==> src/rtl/prog_loader_pkg.sv <==
// prog_loader_pkg: shared states, error codes and defaults for the program loader
package prog_loader_pkg;
  typedef enum logic [2:0] {IDLE, LEN, DATA, CHK, DONE, ERR} state_t;
  localparam logic [1:0] ERR_NONE = 2'd0;
  localparam logic [1:0] ERR_CSUM = 2'd1;
  localparam logic [1:0] ERR_TMO  = 2'd2;
  localparam logic [7:0] SYNC_DEFAULT = 8'hA5;
endpackage

==> src/rtl/loader_timeout.sv <==
// loader_timeout: idle-cycle counter that flags expiry after CYC cycles without a clear; CYC=0 disables it
module loader_timeout #(
  parameter int CYC = 1000
) (
  input  logic clk,
  input  logic rst,
  input  logic clr,
  input  logic en,
  output logic expire
);
  localparam int W = CYC > 1 ? $clog2(CYC) : 1;
  logic [W-1:0] cnt;
  assign expire = (CYC != 0) && en && (cnt == W'(CYC - 1));
  always_ff @(posedge clk) begin
    if (rst || clr || !en) cnt <= '0;
    else if (!expire) cnt <= cnt + 1'b1;
  end
endmodule

==> src/rtl/prog_loader.sv <==
// prog_loader: receives SYNC/LEN/data/CHK frames, writes program memory and gates the CPU reset
module prog_loader
  import prog_loader_pkg::*;
#(
  parameter logic [7:0] SYNC_BYTE     = SYNC_DEFAULT,
  parameter logic [7:0] START_ADDR    = 8'h00,
  parameter int         TIMEOUT_CYC   = 1000,
  parameter bit         HOLD_AT_RESET = 1'b1
) (
  input  logic       clk,
  input  logic       rst,
  input  logic       in_valid,
  input  logic [7:0] in_data,
  output logic       in_ready,
  output logic       mem_we,
  output logic [7:0] mem_addr,
  output logic [7:0] mem_wdata,
  output logic       cpu_hold,
  output logic       load_done,
  output logic       load_err,
  output logic [1:0] err_code
);
  state_t state, state_n;
  logic [8:0] cnt;
  logic [7:0] ptr, sum;
  logic acc, tmo, in_frame;
  // in_ready depends only on state and rst, never on in_valid
  assign in_ready  = !rst && (state inside {IDLE, LEN, DATA, CHK});
  assign acc       = in_valid && in_ready;
  assign in_frame  = state inside {LEN, DATA, CHK};
  assign load_done = state == DONE;
  assign load_err  = state == ERR;
  loader_timeout #(.CYC(TIMEOUT_CYC)) u_tmo (
    .clk(clk), .rst(rst), .clr(acc), .en(in_frame), .expire(tmo)
  );
  always_ff @(posedge clk) state <= rst ? IDLE : state_n;
  always_comb begin
    state_n = state;
    case (state)
      IDLE:    state_n = (acc && in_data == SYNC_BYTE) ? LEN : IDLE;
      LEN:     state_n = acc ? DATA : tmo ? ERR : LEN;
      DATA:    state_n = acc ? (cnt == 9'd1 ? CHK : DATA) : tmo ? ERR : DATA;
      CHK:     state_n = acc ? (8'(sum + in_data) == 8'h00 ? DONE : ERR) : tmo ? ERR : CHK;
      default: state_n = IDLE;
    endcase
  end
  always_ff @(posedge clk) begin
    if (rst) begin
      mem_we    <= 1'b0;
      mem_addr  <= 8'h00;
      mem_wdata <= 8'h00;
      cpu_hold  <= HOLD_AT_RESET;
      err_code  <= ERR_NONE;
      cnt       <= 9'd0;
      ptr       <= 8'h00;
      sum       <= 8'h00;
    end else begin
      mem_we <= acc && state == DATA;
      if (acc && state == LEN) begin
        cnt <= in_data == 8'h00 ? 9'd256 : {1'b0, in_data};
        ptr <= START_ADDR;
        sum <= 8'h00;
      end
      if (acc && state == DATA) begin
        mem_addr  <= ptr;
        mem_wdata <= in_data;
        ptr       <= ptr + 8'd1;
        sum       <= sum + in_data;
        cnt       <= cnt - 9'd1;
      end
      if (acc && state == IDLE && in_data == SYNC_BYTE) cpu_hold <= 1'b1;
      if (state == DONE) cpu_hold <= 1'b0;
      // an accept in the expiry cycle wins, so only a non-accept ERR entry is a timeout
      if (state_n == DONE) err_code <= ERR_NONE;
      if (state_n == ERR) err_code <= (tmo && !acc) ? ERR_TMO : ERR_CSUM;
    end
  end
endmodule

==> config.mk <==
export PLATFORM = sky130hd
export DESIGN_NAME = prog_loader
export DESIGN_NICKNAME = d
export VERILOG_FILES = /design/src/rtl/prog_loader_pkg.sv /design/src/rtl/loader_timeout.sv /design/src/rtl/prog_loader.sv
export SDC_FILE = /design/constraint.sdc
export NUM_CORES = 1
export LEC_CHECK = 0
export BUFFER_PORTS_ARGS = -buffer_cell sky130_fd_sc_hd__buf_2
export CELL_PAD_IN_SITES_DETAIL_PLACEMENT = 1
export CELL_PAD_IN_SITES_GLOBAL_PLACEMENT = 1
export CORE_ASPECT_RATIO = 0.75
export CORE_MARGIN = 3
export CORE_UTILIZATION = 35
export CTS_BUF_LIST = sky130_fd_sc_hd__clkbuf_4
export DETAILED_ROUTE_END_ITERATION = 7
export PLACE_DENSITY_LB_ADDON = 0.15
export SYNTH_ARGS = -nofsm -noshare
export SYNTH_HDL_FRONTEND = slang
export SYNTH_HIERARCHICAL = 1
export SYNTH_SLANG_ARGS = --single-unit
==> constraint.sdc <==
create_clock -name clk -period 3.5 [get_ports clk]
set_input_delay 0.35 -clock clk [delete_from_list [all_inputs] [get_ports clk]]
set_output_delay 0.35 -clock clk [all_outputs]
set_load 0.02 [all_outputs]
; After elaboration in Yosys (flattened, before gate mapping)
; Cells that the tools add are included.
[op_classes]
n_addsub = 4
eq_ne = 10
mux = 21
reduce_logical = 22
[op_table]
columns = operator, count
row1 = 9-bit two-way mux, 3
row2 = 8-bit two-way mux, 3
row3 = 3-bit two-way mux, 6
row4 = 8-bit logical NOT, 2
row5 = "3-bit == test, second input constant", 4
row6 = 3-bit one-hot mux with 4 select lines, 1
row7 = "10-bit by 1-bit adder with 10-bit output, second input constant", 1
row8 = "10-bit == test, second input constant", 1
row9 = "9-bit by 1-bit == test with 1-bit output, second input constant", 1
row10 = 1-bit logical AND, 9
row11 = "9-bit by 1-bit subtractor with 9-bit output, second input constant", 1
row12 = "8-bit by 1-bit adder with 8-bit output, second input constant", 1
row13 = 8-bit adder, 1
row14 = "8-bit == test, second input constant", 1
row15 = "3-bit by 2-bit == test with 1-bit output, second input constant", 2
row16 = 2-bit two-way mux, 3
row17 = 2-bit nonzero test, 3
row18 = 1-bit two-way mux, 5
row19 = 4-bit nonzero test, 1
row20 = "3-bit by 1-bit == test with 1-bit output, second input constant", 1
row21 = 1-bit logical NOT, 3
row22 = 3-bit logical NOT, 1
row23 = 3-bit nonzero test, 1
row24 = 1-bit logical OR, 2
[totals]
ff_bits = 58
in_bits = 11
output_inout_bits = 23
word_cells = 67

; Longest topological paths before layout
; Gate-level depths: netlist of the first run.
[depth]
depth_word = 10
depth_mapped = 9

; Hierarchy
; The synthesis of the first run kept the hierarchy.
[modules_own_cells]
columns = module, n_inst, cells_each, area_per_inst_um2
row1 = prog_loader, 1, 305, 2437.3
row2 = loader_timeout, 1, 57, 516.7

; Worst setup path after synthesis of the first run
; Ideal clock, no wire load.
[synth_timing]
path_kind = reg2reg
start = register state[0]
end = register state[0]
setup_ns = 0.092
arrival_time_ns = 2.356
t_required_ns = 3.408
slack_ns = 1.052
path_stages_with_launch = 10
n_path_buf = 1
period_less_slack_ns = 2.448
cell_sequence = dfxtp_1 > clkbuf_1 > nor2_1 > nor2_1 > nand4b_1 > nor4b_1 > a21oi_1 > a221oi_1 > a21oi_1 > o32ai_1
[synth_via]
elab_cells_between_ends = 16
classes_between = 3 x eq/ne / 6 x mux / 7 x reduce/logical
[synth_lines]
columns = item, line_no
row1 = "start, declared", prog_loader.sv:23  ; state_t state, state_n;
row2 = "start signal, assigned", prog_loader.sv:36  ; always_ff @(posedge clk) state <= rst ? IDLE : state_n;
row3 = 3-bit by 1-bit == test with 1-bit output / 3-bit by 2-bit == test with 1-bit output (equally long branches), prog_loader.sv:30  ; assign in_frame = state inside {LEN, DATA, CHK};
row4 = 3-bit nonzero test (*), prog_loader.sv:30
row5 = named net in_frame, prog_loader.sv:26  ; logic acc, tmo, in_frame;
row6 = 1-bit logical AND (*), loader_timeout.sv:13  ; assign expire = (CYC != 0) && en && (cnt == W'(CYC - 1));
row7 = named net tmo, prog_loader.sv:26
row8 = 3-bit two-way mux (*) (2 in series), prog_loader.sv:42  ; DATA: state_n = acc ? (cnt == 9'd1 ? CHK : DATA) : tmo ? ERR : DATA;
row9 = 3-bit one-hot mux with 4 select lines (*), prog_loader.sv:39  ; case (state)
; The timed path passes the listed nets; every way through them passes the cells marked *.
; A chain may end at the register's enable or synchronous reset.

; Worst setup path after layout of the first run
; Same ends and word-level chain as after synthesis.

==> results of run 1 <==
## Yosys cell counts (all sizes together) (5+ instances only)
master | n | share of area (%)
inv | 8 | 1.0
o21ai | 13 | 2.2
or3 | 6 | 1.3
nand2 | 48 | 6.2
a32oi | 5 | 1.5
clkbuf | 12 | 1.5
nor4 | 6 | 1.3
nor3 | 10 | 1.7
nand3 | 13 | 2.2
dfxtp | 58 | 39
or4 | 6 | 1.5
a22oi | 5 | 1.3
nor2 | 35 | 4.4
a21oi | 49 | 8.3
nor2b | 6 | 1.3
ha | 11 | 4.7
nand4 | 5 | 1.3
## routing by layer
| metal | track usage, % | vias up |
|---|---|---|
| met2 | 29.5 | 45 |
| li1 | - | 1398 |
| met5 | 0 | - |
| met3 | 5.01 | 9 |
| met1 | 24.8 | 1389 |
| met4 | 5.24 | 0 |
## kinds of logic (layout without fill, tap and decap cells)
family,count (synthesis),count (layout)
mux,3,3
xor+xnor,5,5
simple gates,154,154
compound gates,105,105
flops,58,58
buf+inv,25,62
fa+ha+maj,12,12
## state kept, by name, indices dropped and copies added (netlist names)
name       flops
cpu_hold       1
state          3
cnt            9
ptr            8
mem_we         1
sum            8
u_tmo/cnt     10
mem_addr       8
err_code       2
mem_wdata      8
## cell usage in the layout (no fill, tap or decap), types with 5 or more instances in the layout
master | Yosys | routed
sky130_fd_sc_hd__a22oi_1 | 5 | 5
sky130_fd_sc_hd__ha_1 | 11 | 11
sky130_fd_sc_hd__nand2_1 | 47 | 47
sky130_fd_sc_hd__nor3_1 | 10 | 10
sky130_fd_sc_hd__inv_1 | 7 | 7
sky130_fd_sc_hd__dfxtp_1 | 58 | 58
sky130_fd_sc_hd__nor4_1 | 6 | 6
sky130_fd_sc_hd__buf_2 | 3 | 33
sky130_fd_sc_hd__a21oi_1 | 49 | 49
sky130_fd_sc_hd__o21ai_0 | 11 | 11
sky130_fd_sc_hd__a32oi_1 | 5 | 5
sky130_fd_sc_hd__nand3_1 | 13 | 13
sky130_fd_sc_hd__or4_1 | 6 | 6
sky130_fd_sc_hd__or3_1 | 6 | 6
sky130_fd_sc_hd__nor2_1 | 35 | 35
sky130_fd_sc_hd__nor2b_1 | 6 | 6
sky130_fd_sc_hd__clkbuf_4 | 0 | 10
sky130_fd_sc_hd__buf_4 | 0 | 5
## power breakdown
part	total [mW]	internal (mW)	switching, mW
Combinational	0.0522	0.0154	0.0368
Sequential	0.660	0.659	0.000124
Clock	0.462	0.214	0.248
Total	1.17	0.889	0.285
## final cells by class
| cell class | instances | area (µm²) | area share [%] |
|---|---|---|---|
| Clock inverter | 5 | 46.3 | 1.39 |
| Sequential cell | 58 | 1160 | 34.8 |
| Tap cell | 105 | 131 | 3.94 |
| Clock buffer | 10 | 75.1 | 2.25 |
| Timing Repair Buffer | 38 | 203 | 6.07 |
| Inverter | 9 | 35.0 | 1.05 |
| Multi-Input combinational cell | 279 | 1690 | 50.5 |
## stage by stage
stage	power, mW	utilization [%]	cell area (µm²)
floorplan	0.703	-	2950
global placement	0.726	39.9	3220
detailed placement	0.727	39.9	3220
CTS	1.19	41.4	3340
global route	1.23	41.4	3340
finish	1.17	41.4	3340
## worst max-delay path by stage
stage | start | end | slack (ps)
2_1_floorplan | state[0] | state[0] | 1050
5_1_grt | state[0] | state[0] | 580
6_report | state[0] | state[0] | 900
4_1_cts | state[0] | state[0] | 850
3_3_place_gp | state[0] | state[0] | 940
3_5_place_dp | in_data[0] | state[0] | 870
## critical path: stages, from the launching register on
cell and delay (ps):
sky130_fd_sc_hd__dfxtp_1 590, sky130_fd_sc_hd__nor2_1 140, sky130_fd_sc_hd__nor2_1 310, sky130_fd_sc_hd__nand4b_1 140, sky130_fd_sc_hd__nor4b_1 260, sky130_fd_sc_hd__buf_4 200
sky130_fd_sc_hd__a21oi_1 60, sky130_fd_sc_hd__a221oi_1 460, sky130_fd_sc_hd__a21oi_1 130, sky130_fd_sc_hd__o32ai_1 220
==> results.sh, run 1 <==
export IMPL_die_width_um=112
export IMPL_timing_final_ws_setup_ps=896
export IMPL_post_route_clock_period_utilization_pct=74.4
export IMPL_clk_latency_ps=400
export IMPL_routed_wire_length_mm=8.52
export IMPL_critical_path_reg2reg_startpoint="state[0]"
export IMPL_synth_xor_area_share_pct=1.48
export IMPL_dp_final_hpwl_mm=5.89
export IMPL_antenna_cell_count=0
export IMPL_dp_cells=489
export IMPL_ys_seq_area_share_pct=39.3
export IMPL_antenna_found_initial=0
export IMPL_leakagePower_nw=1.22
export IMPL_critical_path_startpoint_type="register"
export IMPL_report_final_hold_viol_count=0
export IMPL_first_global_vias=2864
export IMPL_rsz0062_at_grt="false"
export IMPL_synth_async_sr_flop_share_pct=0
export IMPL_cp_data_arrival_time_ps=2920
export IMPL_row_count=28
export IMPL_drtIter0Drc=120
export IMPL_maxSlewViolCount=0
export IMPL_cts_root_buffer_cell="sky130_fd_sc_hd__clkbuf_4"
export IMPL_route_vias_total=2841
export IMPL_tritoncts="built"
export IMPL_met1Wirelength_mm=4.31
export IMPL_drive_above_1_share_pct=15.0
export IMPL_slew_headroom_pct=45.5
export IMPL_synth_simple_gate_area_share_pct=26.6
export IMPL_io_pin_count=34
export IMPL_r2r_cells=9
export IMPL_syn_inst=362
export IMPL_synth_ff_latch_count=58
export IMPL_drt_wirelength_per_cell_um=16.9
export IMPL_area_growth_syn_to_layout_pct=13.0
export IMPL_grt_pass1_wl_mm=14.4
export IMPL_cts_hold_fix_buffers=0
export IMPL_tightestPinTransition_ps=810
export IMPL_synth_flop_cell="sky130_fd_sc_hd__dfxtp_1"
export IMPL_yosys_cell_types_count=58
export IMPL_met3_length_um=273
export IMPL_whs_ps=246
export IMPL_period_minus_slack_ps=2600
export IMPL_port_buffers=33
export IMPL_die_area_um2=9590
export IMPL_layout_nets=418
export IMPL_min_to="mem_wdata[0]"
export IMPL_clock_skew_final_ps=11.3
export IMPL_min_path_type="in2reg"
export IMPL_synth_compound_gate_area_share_pct=22.4
export IMPL_synth_warnings=6
export IMPL_critical_path_endpoint_type="register"
export IMPL_initial_utilization_pct=36.7
export IMPL_place_gp_congestion=0.804
export IMPL_grt_overflow_total=0
export IMPL_setup_tns_final_ps=0
export IMPL_synth_top_family_by_area="simple AND/OR/NAND/NOR gates"
export IMPL_syn_mean_instance_area_um2=8.16
export IMPL_numCtsBuffers=9
export IMPL_ir_drop_v=0.000154
export IMPL_synth_mux_area_fraction_pct=1.23
export IMPL_synthesized_area_fraction_occupied_by_adder_cells_pct=5.34
export IMPL_power_per_cell_area_nw_per_um2=352
export IMPL_biggest_fanout_along_the_worst_timing_path=15
export IMPL_report_final_setup_viol=0
export IMPL_drt_first_pass_iters=4
export IMPL_route_antenna_remaining_nets=0
export IMPL_synth_edff_count=0
export IMPL_clock_pin_slew_of_the_registers_on_the_worst_case_setup_and_hold_paths_ps=100
export IMPL_launch_instance_of_the_worst_min_delay_path="in_data[0]"
export IMPL_critical_path_rt_ps=3820
export IMPL_clock_sinks=58
export IMPL_coreArea_um2=8060
export IMPL_cts_max_level=3
export IMPL_cap_viol_max_count=0
export IMPL_detailedPlace_worstSlack_ps=874
export IMPL_run_status="finished, final reports clean"
export IMPL_detail_route_vias_per_cell=5.64
export IMPL_post_cts_repair_setup_buffers=0
export IMPL_grt_total_usage_pct=18.5
export IMPL_r2r_slack_ps=900
export IMPL_finish_cell_count_without_fillers=504
export IMPL_ctsResizeCount=0
export IMPL_synthesis_area_um2=2950
export IMPL_timing_worst_setup_path_type="reg2reg"
export IMPL_syn_nets=385
export IMPL_met2_length_mm=3.84
export IMPL_die_height_um=85.6
export IMPL_r2r_end="state[0]"
export IMPL_drc_errors=0
export IMPL_timing_hold_worst_path_depth=3
export IMPL_grt_start_max_net_pins=51
export IMPL_cts_path_max_buffers=2
export IMPL_top_signal_layer_used="met4"
export IMPL_fill_cells=997
export IMPL_max_freq_mhz=384
Power figures use the tool's default switching activity.
==> run 2, diff against run 1 <==
==> constraint.sdc (replaced) <==
create_clock -name clk -period 2.1 [get_ports clk]
set_input_delay 0.21 -clock clk [delete_from_list [all_inputs] [get_ports clk]]
set_output_delay 0.21 -clock clk [all_outputs]
set_load 0.02 [all_outputs]
==> run 2 against run 1 <==
Against the previous run: sequential share of layout area fell by 3.1 points; highest routed layer unchanged; setup slack got worse by 860 ps; critical endpoint unchanged; cell area rose by 9.9%; first-iteration DRC count fell by 6.7%.
==> results.sh, run 2 (synthesized netlist as in run 1, its figures left out) <==
export IMPL_worstPathCellList="ha_4 > fa_2 > or4_4 > nor4_4 > buf_4 > o32ai_1"
export IMPL_slowest_stage="sky130_fd_sc_hd__or4_4"
export IMPL_detailedPlace_worstSlack_ps=-171
export IMPL_cts_max_level=3
export IMPL_drtIter0Drc=112
export IMPL_min_path_type="in2reg"
export IMPL_period_minus_slack_ps=2060
export IMPL_drt_first_pass_iters=4
export IMPL_report_final_hold_viol_count=0
export IMPL_clock_skew_final_ps=11.9
export IMPL_report_final_setup_viol=0
export IMPL_numCtsBuffers=9
export IMPL_netSwitchingPower_mw=0.497
export IMPL_cell_internal_pwr_mw=1.53
export IMPL_coreArea_um2=8060
export IMPL_rsz0062_at_grt="true"
export IMPL_cts_hold_fix_buffers=0
export IMPL_critical_path_startpoint_type="register"
export IMPL_dp_cells=519
export IMPL_detail_route_vias_per_cell=5.60
export IMPL_drc_errors=0
export IMPL_row_count=28
export IMPL_critical_path_max_stage_delay_ps=550
export IMPL_initial_utilization_pct=36.7
export IMPL_tightestPinTransition_ps=576
export IMPL_grt_total_usage_pct=19.3
export IMPL_die_height_um=85.6
export IMPL_cp_data_arrival_time_ps=2360
export IMPL_port_buffers=33
export IMPL_timing_worst_setup_path_type="reg2reg"
export IMPL_layout_nets=449
export IMPL_whs_ps=96.5
export IMPL_ir_drop_v=0.000307
export IMPL_routed_wire_length_mm=8.96
export IMPL_dp_final_hpwl_mm=6.45
export IMPL_critical_path_endpoint_type="register"
export IMPL_share_comb_of_total_power_pct=5.4
export IMPL_cap_viol_max_count=0
export IMPL_route_vias_total=3001
export IMPL_cts_path_max_buffers=2
export IMPL_layout_top_registers="u_tmo/cnt: 10 flops, cnt: 9 flops"
export IMPL_finish_cell_count_without_fillers=536
export IMPL_antenna_cell_count=0
export IMPL_slew_headroom_pct=61.6
export IMPL_largest_register_ffs=10
export IMPL_clock_power_share_pct=40.5
export IMPL_grt_pass1_wl_mm=15.0
export IMPL_die_width_um=112
export IMPL_first_global_vias=3029
export IMPL_grt_start_max_net_pins=51
export IMPL_power_per_cell_area_nw_per_um2=554
export IMPL_antenna_found_initial=0
export IMPL_final_common_cell="sky130_fd_sc_hd__dfxtp_1"
export IMPL_io_pin_count=34
export IMPL_place_gp_congestion=0.834
export IMPL_clock_sinks=58
export IMPL_fill_cells=1007
export IMPL_critical_path_rt_ps=2390
export IMPL_maxSlewViolCount=0
export IMPL_grt_overflow_total=0
export IMPL_drt_wirelength_per_cell_um=16.7
export IMPL_clk_latency_ps=410
export IMPL_clock_pin_slew_of_the_registers_on_the_worst_case_setup_and_hold_paths_ps=100
export IMPL_setup_tns_final_ps=0
export IMPL_cts_root_buffer_cell="sky130_fd_sc_hd__clkbuf_4"
export IMPL_max_freq_mhz=485
export IMPL_tritoncts="built"
export IMPL_timing_final_ws_setup_ps=36.2
export IMPL_route_antenna_remaining_nets=0
export IMPL_run_status="finished, final reports clean"
export IMPL_leakagePower_nw=1.39
export IMPL_most_common_layout_cells="56 x sky130_fd_sc_hd__dfxtp_1, 48 x sky130_fd_sc_hd__a21oi_1, 47 x sky130_fd_sc_hd__nand2_1"
export IMPL_drive_above_1_share_pct=24.8
export IMPL_post_route_clock_period_utilization_pct=98.3
export IMPL_die_area_um2=9590
export IMPL_area_growth_syn_to_layout_pct=24.1
export IMPL_power_frac_seq_pct=54.1
export IMPL_sw_frac_of_total_pct=24.5
export IMPL_largest_register="u_tmo/cnt"
export IMPL_biggest_fanout_along_the_worst_timing_path=2
[run 2: cell count changes in the layout (fill, tap and decap cells not counted), sizes merged]
cell and change:
buf +31, clkbuf +2, clkinv -1
[run 2: worst paths after layout]
| check | slack (ps) | endpoint | from | depth (start not counted) |
|---|---|---|---|---|
| min | 100 | mem_wdata[3] | in_data[3] | 3 |
| max | 40 | state[0] | sum[0] | 6 |
| min reg2reg | 460 | mem_addr[6] | mem_addr[6] | 2 |
| max reg2reg | 40 | state[0] | sum[0] | 6 |
[run 2: layout make-up]
cell class / instances / area [µm²] / share of cell area [%]
inverters: 9 / 37.5 / 1.02
repair buffers: 69 / 435 / 11.9
well taps: 105 / 131 / 3.58
clock inverters: 4 / 42.5 / 1.16
multi-input cells: 279 / 1770 / 48.2
clock buffers: 12 / 90.1 / 2.46
flip-flops and latches: 58 / 1160 / 31.7
[run 2: power groups by stage]
stage	clock [mW]	combinational, mW	sequential, mW
after global routing	0.904	0.120	1.10
after floorplan	0	0.0470	1.12
after detailed placement	0	0.102	1.12
after global placement	0	0.102	1.12
after CTS	0.853	0.105	1.10
final	0.822	0.110	1.10
[run 2: metal layers]
layer / wire [µm] / track usage [%]
met1: 4640 / 27.0
met2: 3960 / 29.6
met3: 225 / 4.65
met4: 136 / 6.33
met5: 0 / 0
[run 2: critical path: cells and delay by family (launching register included)]
family                   cells  cell delay [ps]
AND/OR/NAND/NOR              2              760
flip-flops                   1              370
buffers and inverters        1              150
AO/OA/AOI/OAI                1               70
adder cells (fa/ha/maj)      2              600
[run 2: what timing repair did]
action,4_1_cts,5_1_grt
setup buffers,0,1
endpoints found under the setup margin,2,25
gates resized for setup,3,11
pin swaps,0,5
[run 2: through the flow]
| stage | util (%) | cell area, µm² | power (mW) |
|---|---|---|---|
| global placement | 43.0 | 3460 | 1.23 |
| finish | 45.5 | 3670 | 2.03 |
| CTS | 44.8 | 3610 | 2.06 |
| detailed placement | 43.0 | 3460 | 1.23 |
| floorplan | - | 2980 | 1.17 |
| global route | 45.5 | 3670 | 2.12 |
